### src/rtl/mmio_uart_tx.sv
// Memory-mapped 8N1 UART transmitter snooping the data-memory store port.
// Stores to TX_ADDR queue bytes in a FIFO; the status word is readable at STAT_ADDR.
module mmio_uart_tx #(
    parameter logic [31:0] TX_ADDR      = 32'h0000_0400,
    parameter logic [31:0] STAT_ADDR    = 32'h0000_0404,
    parameter int unsigned CLKS_PER_BIT = 16,
    parameter int unsigned FIFO_DEPTH   = 8
) (
    input  logic        clk,
    input  logic        reset,
    input  logic        mem_write,
    input  logic [31:0] addr,
    input  logic [31:0] w_data,
    output logic [31:0] r_data,
    output logic        tx,
    output logic        tx_busy,
    output logic        fifo_full
);
    localparam int PW = $clog2(FIFO_DEPTH);
    localparam int CW = PW + 1;
    localparam int KW = $clog2(CLKS_PER_BIT);

    typedef enum logic [1:0] {IDLE, START, DATA, STOP} state_t;

    logic [7:0]    mem_q [FIFO_DEPTH];
    logic [PW-1:0] wr_ptr_q, rd_ptr_q;
    logic [CW-1:0] count_q, count_d;
    logic          ovf_q, ovf_d;
    state_t        state_q;
    logic [KW-1:0] clk_cnt_q;
    logic [2:0]    bit_idx_q;
    logic [7:0]    shift_q;
    logic          tx_q, busy_q;

    logic push_req, push, pop, clr, fifo_empty, bit_done;
    logic wdata_unused;

    assign push_req   = mem_write && (addr == TX_ADDR);
    assign clr        = mem_write && (addr == STAT_ADDR) && w_data[0];
    assign fifo_full  = (count_q == CW'(FIFO_DEPTH));
    assign fifo_empty = (count_q == '0);
    assign push       = push_req && !fifo_full;
    assign pop        = (state_q == IDLE) && !fifo_empty;
    assign bit_done   = (clk_cnt_q == KW'(CLKS_PER_BIT - 1));
    assign wdata_unused = ^w_data[31:8];

    assign tx      = tx_q;
    assign tx_busy = busy_q;
    assign r_data  = (addr == STAT_ADDR) ?
                     {16'b0, 8'(count_q), 4'b0, ovf_q, busy_q, fifo_empty, fifo_full} :
                     32'b0;

    always_comb begin
        count_d = count_q;
        unique case ({push, pop})
            2'b10:   count_d = count_q + CW'(1);
            2'b01:   count_d = count_q - CW'(1);
            default: count_d = count_q;
        endcase
        ovf_d = ovf_q;
        if (push_req && fifo_full) ovf_d = 1'b1;
        // A clear in the same cycle as a dropped push leaves the flag clear
        if (clr) ovf_d = 1'b0;
    end

    always_ff @(posedge clk) begin
        if (push) mem_q[wr_ptr_q] <= w_data[7:0];
    end

    always_ff @(posedge clk) begin
        if (reset) begin
            wr_ptr_q <= '0;
            rd_ptr_q <= '0;
            count_q  <= '0;
            ovf_q    <= 1'b0;
        end else begin
            if (push) wr_ptr_q <= wr_ptr_q + PW'(1);
            if (pop)  rd_ptr_q <= rd_ptr_q + PW'(1);
            count_q <= count_d;
            ovf_q   <= ovf_d;
        end
    end

    always_ff @(posedge clk) begin
        if (reset) begin
            state_q   <= IDLE;
            clk_cnt_q <= '0;
            bit_idx_q <= '0;
            shift_q   <= '0;
            tx_q      <= 1'b1;
            busy_q    <= 1'b0;
        end else begin
            unique case (state_q)
                IDLE: begin
                    if (pop) begin
                        shift_q   <= mem_q[rd_ptr_q];
                        state_q   <= START;
                        clk_cnt_q <= '0;
                        tx_q      <= 1'b0;
                        busy_q    <= 1'b1;
                    end
                end
                START: begin
                    if (bit_done) begin
                        clk_cnt_q <= '0;
                        bit_idx_q <= '0;
                        state_q   <= DATA;
                        tx_q      <= shift_q[0];
                    end else begin
                        clk_cnt_q <= clk_cnt_q + KW'(1);
                    end
                end
                DATA: begin
                    if (bit_done) begin
                        clk_cnt_q <= '0;
                        if (bit_idx_q == 3'd7) begin
                            state_q <= STOP;
                            tx_q    <= 1'b1;
                        end else begin
                            bit_idx_q <= bit_idx_q + 3'd1;
                            tx_q      <= shift_q[bit_idx_q + 3'd1];
                        end
                    end else begin
                        clk_cnt_q <= clk_cnt_q + KW'(1);
                    end
                end
                STOP: begin
                    if (bit_done) begin
                        clk_cnt_q <= '0;
                        state_q   <= IDLE;
                        busy_q    <= 1'b0;
                    end else begin
                        clk_cnt_q <= clk_cnt_q + KW'(1);
                    end
                end
                default: state_q <= IDLE;
            endcase
        end
    end
endmodule

### config.mk
export PLATFORM = sky130hd
export DESIGN_NAME = mmio_uart_tx
export DESIGN_NICKNAME = d
export VERILOG_FILES = /design/src/rtl/mmio_uart_tx.sv
export SDC_FILE = /design/constraint.sdc
export NUM_CORES = 1
export LEC_CHECK = 0
export CAP_MARGIN = 20
export CORE_MARGIN = 10
export CORE_UTILIZATION = 35
export CTS_BUF_LIST = sky130_fd_sc_hd__clkbuf_8
export DETAILED_ROUTE_END_ITERATION = 10
export PLACE_DENSITY = 0.71
export SYNTH_ARGS = -nofsm -noshare
export SYNTH_HDL_FRONTEND = slang
export SYNTH_SLANG_ARGS = --single-unit
### constraint.sdc
create_clock -name clk -period 4.8 [get_ports clk]
set_input_delay 1.2 -clock clk [delete_from_list [all_inputs] [get_ports clk]]
set_output_delay 1.2 -clock clk [all_outputs]
set_load 0.01 [all_outputs]
* Word level (Yosys, flattened, before mapping) *
Memories as Yosys holds them, arrays and structs flattened. A register that Yosys moved wholly into a read port is not among the register bits.
Index checks and enable logic that the tools add are counted.

cells by class
  magnitude comparators = 1
  reduce and logical (&&, ||, !) cells = 21
  equality and inequality tests = 16
  mux-type cells = 27
  add/sub/neg operators = 6

operators with widths
  kind                                                 count
  == test 32 x 11 -> 1 bit (second input constant)     2
  one-hot mux 4 bit (2 select lines)                   2
  two-way mux 12 bit                                   1
  != test 2 bit (second input constant)                6
  two-way mux 2 bit                                    5
  adder 3 x 1 -> 3 bit (second input constant)         3
  two-way mux 1 bit                                    9
  two-way mux 3 bit                                    3
  adder 4 x 1 -> 4 bit (second input constant)         2
  == test 4 bit (second input constant)                2
  two-way mux 4 bit                                    2
  one-hot mux 2 bit (4 select lines)                   1
  AND reduction 4 bit                                  2
  == test 2 bit (second input constant)                3
  logical AND 1 bit                                    6
  one-hot mux 3 bit (2 select lines)                   1
  nonzero test 2 bit                                   3
  AND reduction 5 bit                                  1
  == test 2 x 1 -> 1 bit (second input constant)       2
  zero test 4 bit                                      1
  < comparator 3 x 4 -> 1 bit (second input constant)  1
  subtractor 4 x 1 -> 4 bit (second input constant)    1
  binary-select mux 1 bit (select 3 bit)               1
  == test 3 bit (second input constant)                1
  9 further kinds                                      10

word-level totals
  RAM bits = 64
  bits in registers = 22
  memories = 1
  output and inout port bits = 35
  word-level logic and storage cells = 81
  input bits = 67

memory list
  memory  depth  width  read ports  clocked after Yosys merged registers in  write ports  line  text
  mem_q   8      8      1           1                                        1            25    logic [7:0] mem_q [FIFO_DEPTH];

* Longest topological paths before layout *
Gate-level depths: netlist of the first run.

  depth in word-level cells = 6
  depth in mapped cells = 11
  depth with buffers taken out = 11

* Worst setup path before layout of the first run *
OpenSTA, ideal clock, no wires.

  kind = input port to flip-flop
  start = input addr[14]
  end = register count_q[2]
  arrival time = 3,418 ps
  cell stages on the path = 11
  buffers on the path = 0
  setup time = 70 ps
  path slack = 1,312 ps
  data required time = 4,730 ps
  cell sequence = nor4_1 > nand4_1 > nor4_4 > inv_1 > ha_1 > xor2_1 > ha_1 > a21oi_1 > xor2_1 > or3_1 > a21oi_1

between the ends
  word-level cells in the longest chain between the ends = 5
  elaborated cells between the ends (all ways) = 7
  classes of those cells = 3 x eq/ne; 1 x mux; 3 x reduce/logical

RTL lines
  element                                                                          line  text
  start, declared                                                                  12    input logic [31:0] addr,
  == test 32 x 11 -> 1 bit (*)                                                     38    assign push_req = mem_write && (addr == TX_ADDR);
  logical AND 1 bit (*)                                                            38
  logical AND 1 bit (*)                                                            42    assign push = push_req && !fifo_full;
  == test 2 x 1 -> 1 bit / == test 2 bit (equally long branches)                   55    unique case ({push, pop})
  one-hot mux 4 bit (2 select lines) / nonzero test 2 bit (equally long branches)  -
  end signal, assigned                                                             79    count_q <= count_d;
  end, declared                                                                    27    logic [CW-1:0] count_q, count_d;

Mark *: on every way between the ends. The rest lies on a longest branch, timed or not.
A chain may end at the register's enable or synchronous reset.

* Worst setup path in the final report of the first run *
  start = input addr[6]
  end = output r_data[10]

between the ends
  word-level cells in the longest chain between the ends = 2

RTL lines
  element                   line  text
  == test 32 x 11 -> 1 bit  49    assign r_data = (addr == STAT_ADDR) ?
  two-way mux 12 bit        49
  end, declared             14    output logic [31:0] r_data,

Every way passes these cells.

==> results of run 1 <==
[per-layer routing]
layer	up-vias	track usage (%)	routed length (µm)
met5	-	0	0
met4	0	2.42	91
met1	1300	12.9	3780
met3	12	2.54	457
met2	47	17.8	4410
li1	1270	-	-
[registers in the layout, summed over array words and instances, names as in the netlist]
| register | flops |
|---|---|
| rd_ptr_q | 3 |
| count_q | 4 |
| mem_q | 64 |
| bit_idx_q | 3 |
| wr_ptr_q | 3 |
| ovf_q | 1 |
| clk_cnt_q | 4 |
| shift_q | 8 |
| tx | 1 |
| state_q | 2 |
| tx_busy | 1 |
[final cells by class]
cell class / instances / area share [%]
inverters: 6 / 0.440
repair buffers: 63 / 11.8
flip-flops and latches: 94 / 49.3
clock buffers: 9 / 2.42
clock inverters: 7 / 1.27
well taps: 147 / 3.60
multi-input cells: 203 / 31.1
[power groups by stage]
stage / combinational [mW] / sequential [mW] / clock, mW
6_report: 0.130 / 0.881 / 0.506
3_5_place_dp: 0.130 / 0.900 / 0
3_3_place_gp: 0.125 / 0.899 / 0
4_1_cts: 0.130 / 0.881 / 0.517
2_1_floorplan: 0.0802 / 0.899 / 0
5_1_grt: 0.147 / 0.883 / 0.555
[per-stage QoR]
stage | utilization, % | worst slack [ns]
2_1_floorplan | - | 1.31
3_3_place_gp | 41.0 | 0.282
3_5_place_dp | 41.0 | 0.271
6_report | 42.6 | 0.238
4_1_cts | 42.6 | 0.259
5_1_grt | 42.6 | 0.0438
[Yosys cell counts, types with 2 or more instances]
cell	instances
dfxtp_1	30
a211oi_1	9
nand3b_1	2
and3_1	9
clkbuf_1	7
mux2i_1	16
xor2_1	4
buf_4	25
nand3_1	3
edfxtp_1	64
buf_2	4
inv_1	6
nand2_1	10
nand2b_1	4
nor3_1	5
a21oi_1	13
mux4_2	17
ha_1	12
nor4_1	6
xnor2_1	3
nor2b_1	2
buf_1	2
nand4_1	4
nor2_1	33
o21ai_0	7
[worst min-delay path by stage]
stage | from | end | slack [ns] | cells after the start
2_1_floorplan | clk_cnt_q[3] | clk_cnt_q[3] | 0.43 | 1
3_3_place_gp | bit_idx_q[2] | bit_idx_q[2] | 0.44 | 2
3_5_place_dp | bit_idx_q[2] | bit_idx_q[2] | 0.45 | 2
4_1_cts | bit_idx_q[1] | bit_idx_q[1] | 0.46 | 2
5_1_grt | bit_idx_q[2] | bit_idx_q[2] | 0.49 | 2
6_report | bit_idx_q[2] | bit_idx_q[2] | 0.46 | 2
[tightest hold or removal path, stage by stage (launching register included)]
cell and delay [ns]:
dfxtp_1 0.32, nand2_1 0.05, a21oi_1 0.05
[cells by family after synthesis]
logic type / count (synthesis) / share of synthesized area, %
other: 1 / 0.0874
AO/OA/AOI/OAI: 37 / 5.57
multiplexers: 33 / 12.7
adder cells (fa/ha/maj): 12 / 3.50
XOR/XNOR: 7 / 1.43
AND/OR/NAND/NOR: 90 / 11.8
buffers and inverters: 44 / 6.15
flip-flops: 94 / 58.8
==> run metrics, run 1 <==
sequential area share after synthesis=58.8%; wire length per cell=16.5 µm; fraction of registers with async set/reset=0%; RSZ-0062 raised after global routing=no; most common cell after layout, fill and taps aside=edfxtp_1; CP max stage delay=0.55 ns; Remaining DRCs=0; multi-input logic area=1590 µm²; Final GP Congestion=0.767; CTS max path bufs=2; Worst-path clk slew=0.10 ns; post-route insts no fill=529; clock latency on the worst-skew pair=0.37 ns; H-tree levels=3; Sequential Power Share=58.1%; floorplan row count=40; initial antenna violation count=0; final slew viol count=0; Synth area leaders=edfxtp_1 (45%), dfxtp_1 (14%), mux4_2 (8.9%); Sw Share=25.0%; most frequent cell on the critical path=clkdlybuf4s50_1; Most used DFF post-synth=edfxtp_1; vias in the first global route=2631; Vias=2629; DIE WIDTH=131 µm; Hold-fix buffers, CTS=0; max-cap violation count=0; fill count=1082; CP endpoint kind=output port; first-pass GRT wire length=13800 µm; Tot Pwr=1.52 mW; Mean Syn Cell Area=13.5 µm²; WP data required=3.60 ns; Final setup viols=0; Placed Area=4920 µm²; WL final=8740 µm; IO Pins=102; synthesized instance count=318; slowest CP cell=clkdlybuf4s50_1; Int Power=1.14 mW; TritonRoute pass-1 iters=4; grt total ovfl=0; flop and latch count out of synthesis=94; final instance area=5110 µm²; reg2reg start=count_q[1]; Post-Synthesis Cell Area=4290 µm²; FF+latch area=2520 µm²; Layout Area Growth over Synthesis=19.2%; Post-Place Cells=513; Setup Skew=0.0129 ns; Detail Placement HPWL=6250 µm; leakage=1.71 nW; setup TNS=0 ns; Startpoint Class=input pin; TritonCTS Buffers=9; TritonCTS clock tree=yes; Starting Density=35.7%; Die Footprint=17100 µm²; Setup crit start=addr[6]; Synth top area share=44.8%; layout cells sized above 1=13.1%; Critical Path AT=3.36 ns; Min-Delay Path Class=flop to flop; Yosys top cell by area=edfxtp_1; Power Density=297 nW/µm²; post-CTS setup buffer count=0; CP Class=input pin to output port; root buf cell=clkbuf_8; n_diodes=0; min cycle time layout=4.56 ns; post-synthesis cell type count=46; final layout net count=456; worst slew pin tran=1.06 ns; power share of the clock group=33.3%; DR iter-0 viols=156; worst r2r dst=count_q[2]; remaining antenna violation count after routing=0; Crit path depth=6; Via density=4.97; slew margin rel.=29.1%; WHS=0.461 ns; post-CTS sizing=0; commonest cells after routing, fill and taps aside=edfxtp_1 (64), clkdlybuf4s50_1 (53), nor2_1 (33); R2R depth=10; Port-buffer cells=53; Tcrit/Tclk final=95.0%; Logic pwr share=8.6%; final-report hold violation count=0; clock sinks=94; die height=131 µm; last element of the critical path=r_data[10]; Highest Clock Rate=219 MHz; Reg2Reg Setup Slack=2.14 ns; crit-path max FO=9; Psw=0.380 mW; Buf+Inv Stages, Crit Path=2; core area=12000 µm²; crit-path leading delay family=simple AND/OR/NAND/NOR gates; worst vdd ir=237 µV; status=complete, no violations; largest net degree at the start of global routing=29; Yosys warning total=0; number of enable flip-flop cells after synthesis=64; gr usage total=10.4%; CP cell instances=clkdlybuf4s50_1 > nor4_1 > nand4_1 > nor2_1 > and3_1 > clkdlybuf4s50_1
No activity file was read; power rests on OpenSTA's default activity.
==> run 2: changes to the inputs <==
Settings changed: REMOVE_ABC_BUFFERS set to 1.
==> run metrics, run 2 (synthesized netlist as in run 1, its figures left out) <==
status=complete, no violations (unchanged); Vias=2588 (was 2629); IO Pins=102 (unchanged); fill count=1089 (was 1082); final-report hold violation count=0 (unchanged); clock latency on the worst-skew pair=0.38 ns (was 0.37 ns); Starting Density=35.7% (unchanged); RSZ-0062 raised after global routing=no (unchanged); leakage=1.70 nW (was 1.71 nW); hold path start=bit_idx_q[1] (was bit_idx_q[2]); Hold-fix buffers, CTS=0 (unchanged); first-pass GRT wire length=13500 µm (was 13800 µm); grt total ovfl=0 (unchanged); TritonCTS clock tree=yes (unchanged); most common cell after layout, fill and taps aside=edfxtp_1 (unchanged); Detail Placement HPWL=6070 µm (was 6250 µm); WL final=8400 µm (was 8740 µm); Critical Path AT=3.37 ns (was 3.36 ns); H-tree levels=3 (unchanged); final slew viol count=0 (unchanged); reg2reg start=count_q[0] (was count_q[1]); slew margin rel.=28.8% (was 29.1%); CP Class=input pin to output port (unchanged); Tcrit/Tclk final=95.2% (was 95.0%); Highest Clock Rate=219 MHz (about the same); commonest cells after routing, fill and taps aside=edfxtp_1 (64), clkdlybuf4s50_1 (53), nor2_1 (32) (was edfxtp_1 (64), clkdlybuf4s50_1 (53), nor2_1 (33)); Startpoint Class=input pin (unchanged); largest register by flop count=mem_q (unchanged); Port-buffer cells=53 (unchanged); Reg2Reg Setup Slack=2.11 ns (was 2.14 ns); worst vdd ir=132 µV (was 237 µV); Via density=4.92 (was 4.97); Worst Hold Path EP=bit_idx_q[1] (was bit_idx_q[2]); gr usage total=10.2% (was 10.4%); setup TNS=0 ns (unchanged); n_diodes=0 (unchanged); initial antenna violation count=0 (unchanged); Layout Area Growth over Synthesis=19.2% (about the same); post-route insts no fill=526 (was 529); wire length per cell=16.0 µm (was 16.5 µm); DR iter-0 viols=123 (was 156); vias in the first global route=2613 (was 2631); Remaining DRCs=0 (unchanged); remaining antenna violation count after routing=0 (unchanged); final layout net count=453 (was 456); FF+latch area=2520 µm² (unchanged); Worst-path clk slew=0.09 ns (was 0.10 ns); Min-Delay Path Class=flop to flop (unchanged); worst slew pin tran=1.07 ns (was 1.06 ns); core area=12000 µm² (unchanged); Setup Skew=0.0210 ns (was 0.0129 ns); Post-Place Cells=510 (was 513); CTS max path bufs=2 (unchanged); max-cap violation count=0 (unchanged); largest net degree at the start of global routing=29 (unchanged); WHS Path Cells=2 (unchanged); floorplan row count=40 (unchanged); post-CTS setup buffer count=0 (unchanged); post-CTS sizing=0 (unchanged); worst r2r dst=count_q[2] (unchanged); root buf cell=clkbuf_8 (unchanged); CP endpoint kind=output port (unchanged); DIE WIDTH=131 µm (unchanged); Largest regs=mem_q: 64 flops, shift_q: 8 flops (unchanged); Power Density=301 nW/µm² (was 297 nW/µm²); min cycle time layout=4.57 ns (was 4.56 ns); Die Footprint=17100 µm² (unchanged); Final GP Congestion=0.737 (was 0.767); multi-input logic area=1590 µm² (about the same); clock sinks=94 (unchanged); die height=131 µm (unchanged); max FFs per register=64 (unchanged); TritonCTS Buffers=9 (unchanged); Final setup viols=0 (unchanged); crit-path max FO=9 (unchanged); layout cells sized above 1=12.7% (was 13.1%); WP data required=3.60 ns (about the same); R2R depth=10 (unchanged); TritonRoute pass-1 iters=4 (unchanged)
[run 2: layout make-up]
class / instances / share of cell area [%]
flip-flops and latches: 94 / 49.3
inverters: 6 / 0.440
multi-input cells: 203 / 31.1
well taps: 147 / 3.60
repair buffers: 60 / 11.4
clock inverters: 7 / 1.69
clock buffers: 9 / 2.42
[run 2: worst max-delay path by stage]
stage / startpoint / slack (ns) / end / depth (start not counted)
after global placement: addr[27] / 0.21 / r_data[2] / 6
after floorplan: addr[14] / 1.31 / count_q[2] / 11
after detailed placement: addr[27] / 0.13 / r_data[2] / 6
after CTS: addr[27] / 0.13 / r_data[2] / 6
final: addr[27] / 0.23 / r_data[2] / 6
after global routing: addr[27] / 0.05 / r_data[2] / 6
[run 2: per-layer routing]
layer	GRT usage [%]	share of wire, %	vias to the layer above
li1	-	-	1266
met1	11.6	42	1251
met2	18.2	52	64
met3	3.22	5.4	7
met4	2.75	0.70	0
met5	0	0	-
[run 2: report_power, final]
| part | internal (mW) | total (mW) | switching (mW) | leakage (nW) |
|---|---|---|---|---|
| combinational | 0.0640 | 0.131 | 0.0666 | 0.781 |
| sequential | 0.872 | 0.881 | 0.00915 | 0.817 |
| clock | 0.209 | 0.528 | 0.319 | 0.105 |
| total | 1.15 | 1.54 | 0.394 | 1.70 |
[run 2: per-stage QoR]
stage               area, µm²  hold WS (ns)  worst slack, ns  total power, mW  util, %
detailed placement       4900         0.470            0.135             1.03     40.8
floorplan                4140         0.423             1.31            0.962        -
CTS                      5110         0.484            0.126             1.56     42.6
finish                   5110         0.477            0.228             1.54     42.6
global placement         4900         0.444            0.206             1.02     40.8
global route             5110         0.506           0.0485             1.61     42.6
[run 2: worst max-delay path: stages]
cell and delay, ns:
clkdlybuf4s50_1 0.42, nor4_1 0.37, nand4_1 0.28, nor2_2 0.33
and3_1 0.21, clkdlybuf4s50_1 0.55
==> edit 1: new RTL, flow settings as in run 1 <==
`CLKS_PER_BIT`: 16 -> 64.
--- a/src/rtl/mmio_uart_tx.sv
+++ b/src/rtl/mmio_uart_tx.sv
@@ -4,5 +4,5 @@
     parameter logic [31:0] TX_ADDR      = 32'h0000_0400,
     parameter logic [31:0] STAT_ADDR    = 32'h0000_0404,
-    parameter int unsigned CLKS_PER_BIT = 16,
+    parameter int unsigned CLKS_PER_BIT = 64,
     parameter int unsigned FIFO_DEPTH   = 8
 ) (
Formal check against the unedited RTL: same outputs for any inputs over 10 cycles, from zero or initial values and one cycle with reset high; that may be too few to reach the edited logic, so the function may still have changed.
==> edit 1 against run 1 <==
Sequential cell count rose by 2; routed wire length is 2.0% lower; critical path depth stayed put; worst setup slack improved by 0.00090 ns; area after synthesis is 2.7% higher; critical endpoint is now r_data[0]; highest routed layer unchanged; cell area rose by 3.1%; register-to-register slack worse by 0.15 ns.
Power is not compared: it rests on default switching activity, and its combinational part moved more than twofold at a synthesized area within 25%.
==> edit 1: results (changes against run 1) <==
| Metric | Value |
|---|---|
| Hold EP | clk_cnt_q[0] |
| Biggest regs | mem_q x64, shift_q x8, clk_cnt_q x6 |
| Worst slew pin tran | 0.774 ns (-0.286 ns) |
| Initial antenna violation count | 0 (unchanged) |
| Fin nets | 472 (+3.5%) |
| Unique masters post-synth | 44 (-4.3%) |
| CTS buffer count | 9 (unchanged) |
| Worst-Skew Late Latency | 0.35 ns (-0.02 ns) |
| Maximum clock path buffer count | 2 (unchanged) |
| Initial DRC count | 174 (+12%) |
| Clk_skew | 0.00884 ns (-0.00406 ns) |
| Status | complete, no violations |
| GPL Wtd Cong | 0.752 (-1.9%) |
| First-pass GRT wire length | 14.0 mm (+0.95%) |
| Post-synth EDFFs | 64 (unchanged) |
| Largest net degree at the start of global routing | 22 (-24%) |
| Asr flop ratio synth | 0% (unchanged) |
| Setup Buffers After CTS | 0 (unchanged) |
| Worst reg2reg path depth | 10 (unchanged) |
| Most frequent cells after synthesis | 64 x edfxtp_1, 36 x nor2_1, 32 x dfxtp_1 |
| Synth area leaders | edfxtp_1 44%, dfxtp_1 15%, mux4_2 8.7%, mux2i_1 4.1%, buf_4 4.1% |
| Resize count post-CTS | 0 (unchanged) |
| Startpoint of the worst hold path | clk_cnt_q[0] |
| DR vias | 2692 (+2.4%) |
| Reg-to-reg startpoint | count_q[1] |
| Hold Path Class | register to register |
| VDD IR max | 201 uV |
| Post-DP HPWL | 6.40 mm (+2.4%) |
| Total GRT Usage | 9.73% (-0.67 points) |
| Share of layout cells above drive strength 1 | 12.1% (-1.0 points) |
| Routed WL | 8.57 mm (-2.0%) |
| RR Endpoint | count_q[2] |
| Leak | 1.76 nW |
| R2R setup slack | 1.99 ns (-0.15 ns) |
| I/O Buffers | 53 (unchanged) |
| Critical path data arrival time | 3.36 ns (about the same) |
| Register area share after synthesis | 58.1% (-0.64 points) |
| Clk slew on worst S/H paths | about 0.090 ns |
[edit 1: logic make-up after synthesis]
logic type / Yosys count / share of synthesized area (%)
AND/OR/NAND/NOR: 97 / 12.0
flip-flops: 96 / 58.1
buffers and inverters: 46 / 6.05
AO/OA/AOI/OAI: 41 / 6.36
multiplexers: 35 / 12.8
adder cells (fa/ha/maj): 12 / 3.41
XOR/XNOR: 6 / 1.19
other: 1 / 0.0851
[edit 1: critical path: stages]
cell and delay (ns):
clkdlybuf4s50_1 0.40, nor4_1 0.30, nand4_1 0.26, nor2_1 0.43, and3_1 0.22, clkdlybuf4s50_1 0.56
[edit 1: layer usage]
layer	track usage, %	vias to the layer above	wire (um)
met2	17.6	58	4590
met3	3.66	4	479
met4	2.20	0	43
met1	10.5	1307	3460
met5	0	-	0
li1	-	1323	-
[edit 1: worst max path at each step]
| stage | startpoint | end | cells past startpoint |
|---|---|---|---|
| after CTS | addr[1] | r_data[0] | 6 |
| after floorplan | addr[13] | count_q[2] | 11 |
| after global placement | addr[8] | r_data[11] | 6 |
| after detailed placement | addr[1] | r_data[1] | 6 |
| final | addr[1] | r_data[0] | 6 |
| after global routing | addr[18] | r_data[1] | 6 |
[edit 1: cell type report]
class                      count  area [um2]
clock inverter                 7        63.8
clock buffer                   9         124
sequential                    96        2560
timing repair buffer          64         621
inverter                       7        26.3
tap                          168         210
multi-input combinational    215        1660
fill                        1101        6890
[edit 1: report_power, final]
part	internal (mW)	switching, mW
combinational	0.0352	0.0283
clock	0.198	0.287
sequential	0.880	0.000922
[edit 1: through the flow]
step / area, um2 / instances / worst slack (ns) / hold WS, ns
global placement: 5070 / 549 / 0.280 / 0.465
finish: 5270 / 566 / 0.239 / 0.487
CTS: 5270 / 566 / 0.239 / 0.491
detailed placement: 5080 / 550 / 0.246 / 0.478
global route: 5270 / 566 / 0.00442 / 0.531
floorplan: 4490 / 357 / 1.36 / 0.453
==> edit 2: new RTL, flow settings as in run 1 <==
Made on the original files. Encoding of `state_t`: now Gray code (2 bits for 4 states).
--- a/src/rtl/mmio_uart_tx.sv
+++ b/src/rtl/mmio_uart_tx.sv
@@ -21,5 +21,5 @@
     localparam int KW = $clog2(CLKS_PER_BIT);
 
-    typedef enum logic [1:0] {IDLE, START, DATA, STOP} state_t;
+    typedef enum logic [1:0] {IDLE = 2'b00, START = 2'b01, DATA = 2'b11, STOP = 2'b10} state_t;
 
     logic [7:0]    mem_q [FIFO_DEPTH];
Function: same outputs for any inputs over 10 cycles, from zero or initial values and one cycle with reset high; not proved beyond that.
==> edit 2 against run 1 <==
Register-to-register slack worse by 0.11 ns; maximum frequency is 0.54% higher; cell area hardly changed; sequential cell count stayed put; routed wire length is 3.8% lower; area after synthesis is 0.52% lower; worst setup slack better by 0.024 ns; count of clock-buffer cells in the layout stayed put; power is 1.2% lower; critical path type unchanged; non-clock buffer count is 1 higher; clock skew is 0.0015 ns higher; global-route usage is 0.44 points lower; die area is 0.44% lower; final cell count is 0.76% higher; largest power group unchanged.
==> edit 2: results (changes against run 1) <==
| Metric | Value |
|---|---|
| R2R setup slack | 2.03 ns (-0.11 ns) |
| Post-DP HPWL | 6.12 mm (-2.1%) |
| Vias in the first global route | 2615 (-0.61%) |
| Dpl cells | 516 (+0.58%) |
| Fin nets | 460 (+0.88%) |
| Status | complete, no violations |
| Multi-input combinational gate total | 205 (+0.99%) |
| Register area share after synthesis | 59.1% (+0.31 points) |
| Met2 global-route usage | 17.9% (+0.061 points) |
| Biggest regs | mem_q x64, shift_q x8 |
| Setup Buffers After CTS | 0 (unchanged) |
| Sequential cell area share | 49.3% (about the same) |
| Hold Slack | 0.465 ns (+0.00397 ns) |
| Setup WS pre-CTS | 0.254 ns (-0.0167 ns) |
| Total GRT Usage | 9.95% (-0.44 points) |
| M1 wire length | 3.46 mm (-8.6%) |
| Antenna Cells | 0 (unchanged) |
| Layout fillers | 1065 (-1.6%) |
| I/O Buffers | 53 (unchanged) |
| Htree depth | 3 (unchanged) |
| Non-clk bufs | 64 (+1.6%) |
| VDD IR max | 241 uV (+1.5%) |
| Vias/cell | 4.89 (-1.6%) |
| Met3 wire len | 422 um (-7.7%) |
| Worst reg2reg path depth | 10 (unchanged) |
| GPL Wtd Cong | 0.722 (-5.8%) |
| Root Buffer | clkbuf_8 |
| Non-clock buffer area fraction after layout | 12.4% (+0.54 points) |
| Initial DRC count | 96 (-38%) |
| Met1 Resource Use GR | 11.4% (-1.5 points) |
| First-pass GRT wire length | 13.4 mm (-3.1%) |
| Clk slew on worst S/H paths | 0.09 ns |
| Placed Area | 0.00491 mm2 (-0.38%) |
| Routed WL | 8.41 mm (-3.8%) |
| DRT Pass-1 Iters | 4 (unchanged) |
| Clk_skew | 0.0144 ns (+0.00151 ns) |
| Inverters | 7 (+1) |
| Largest net degree at the start of global routing | 31 (+6.9%) |
| Cells after Synth | 320 (+0.63%) |
| Relative max-transition margin | 41.1% (+12 points) |
| Share of layout cells above drive strength 1 | 13.0% (-0.14 points) |
| DIE AREA | 0.0170 mm2 (-0.44%) |
| Synth area leaders | edfxtp_1 45%, dfxtp_1 14%, mux4_2 9.5%, buf_4 4.4%, ha_1 3.5% |
| Met3 Use GR | 2.86% (+0.32 points) |
| Most frequent cells after synthesis | 64 x edfxtp_1, 34 x nor2_1, 30 x dfxtp_1 |
| Met2 wire length | 4.50 mm (+2.0%) |
| ClkCell Share | 3.50% (-0.19 points) |
| Top routing layer in use | met4 |
| Critical path data arrival time | 3.34 ns (-0.02 ns) |
| Avg WL per Cell | 15.8 um (-4.5%) |
| Multi-input combinational area share | 30.7% (-0.43 points) |
| Unique masters post-synth | 41 (-11%) |
| Min Clock Period, post-route | 4.54 ns (-0.0245 ns) |
| Leak | 1.72 nW (+0.56%) |
| Worst-Skew Late Latency | 0.35 ns (-0.02 ns) |
| Fin util | 42.7% (+0.17 points) |
-- edit 2: worst paths after layout --
kind / from / endpoint
max: addr[19] / r_data[11]
min: bit_idx_q[1] / bit_idx_q[1]
max reg2reg: count_q[0] / count_q[2]
min reg2reg: bit_idx_q[1] / bit_idx_q[1]
-- edit 2: report_power, final --
group / internal, mW / switching, mW / total [mW]
logic: 0.0701 / 0.0725 / 0.143
clock network: 0.196 / 0.279 / 0.475
registers: 0.873 / 0.00843 / 0.881
-- edit 2: cell families (layout without fill, tap and decap cells) --
logic type	count (synthesis)	in the layout	share of synthesized area [%]
other	1	24	0.0879
AO/OA/AOI/OAI	36	36	5.22
adder cells (fa/ha/maj)	12	12	3.52
buffers and inverters	44	87	6.19
multiplexers	31	31	12.6
AND/OR/NAND/NOR	95	95	11.9
flip-flops	94	94	59.1
XOR/XNOR	7	7	1.44
-- edit 2: tightest hold or removal path, stage by stage, from the launching register on --
cell     delay (ns)
dfxtp_1        0.32
nand2_1        0.05
a21oi_1        0.05
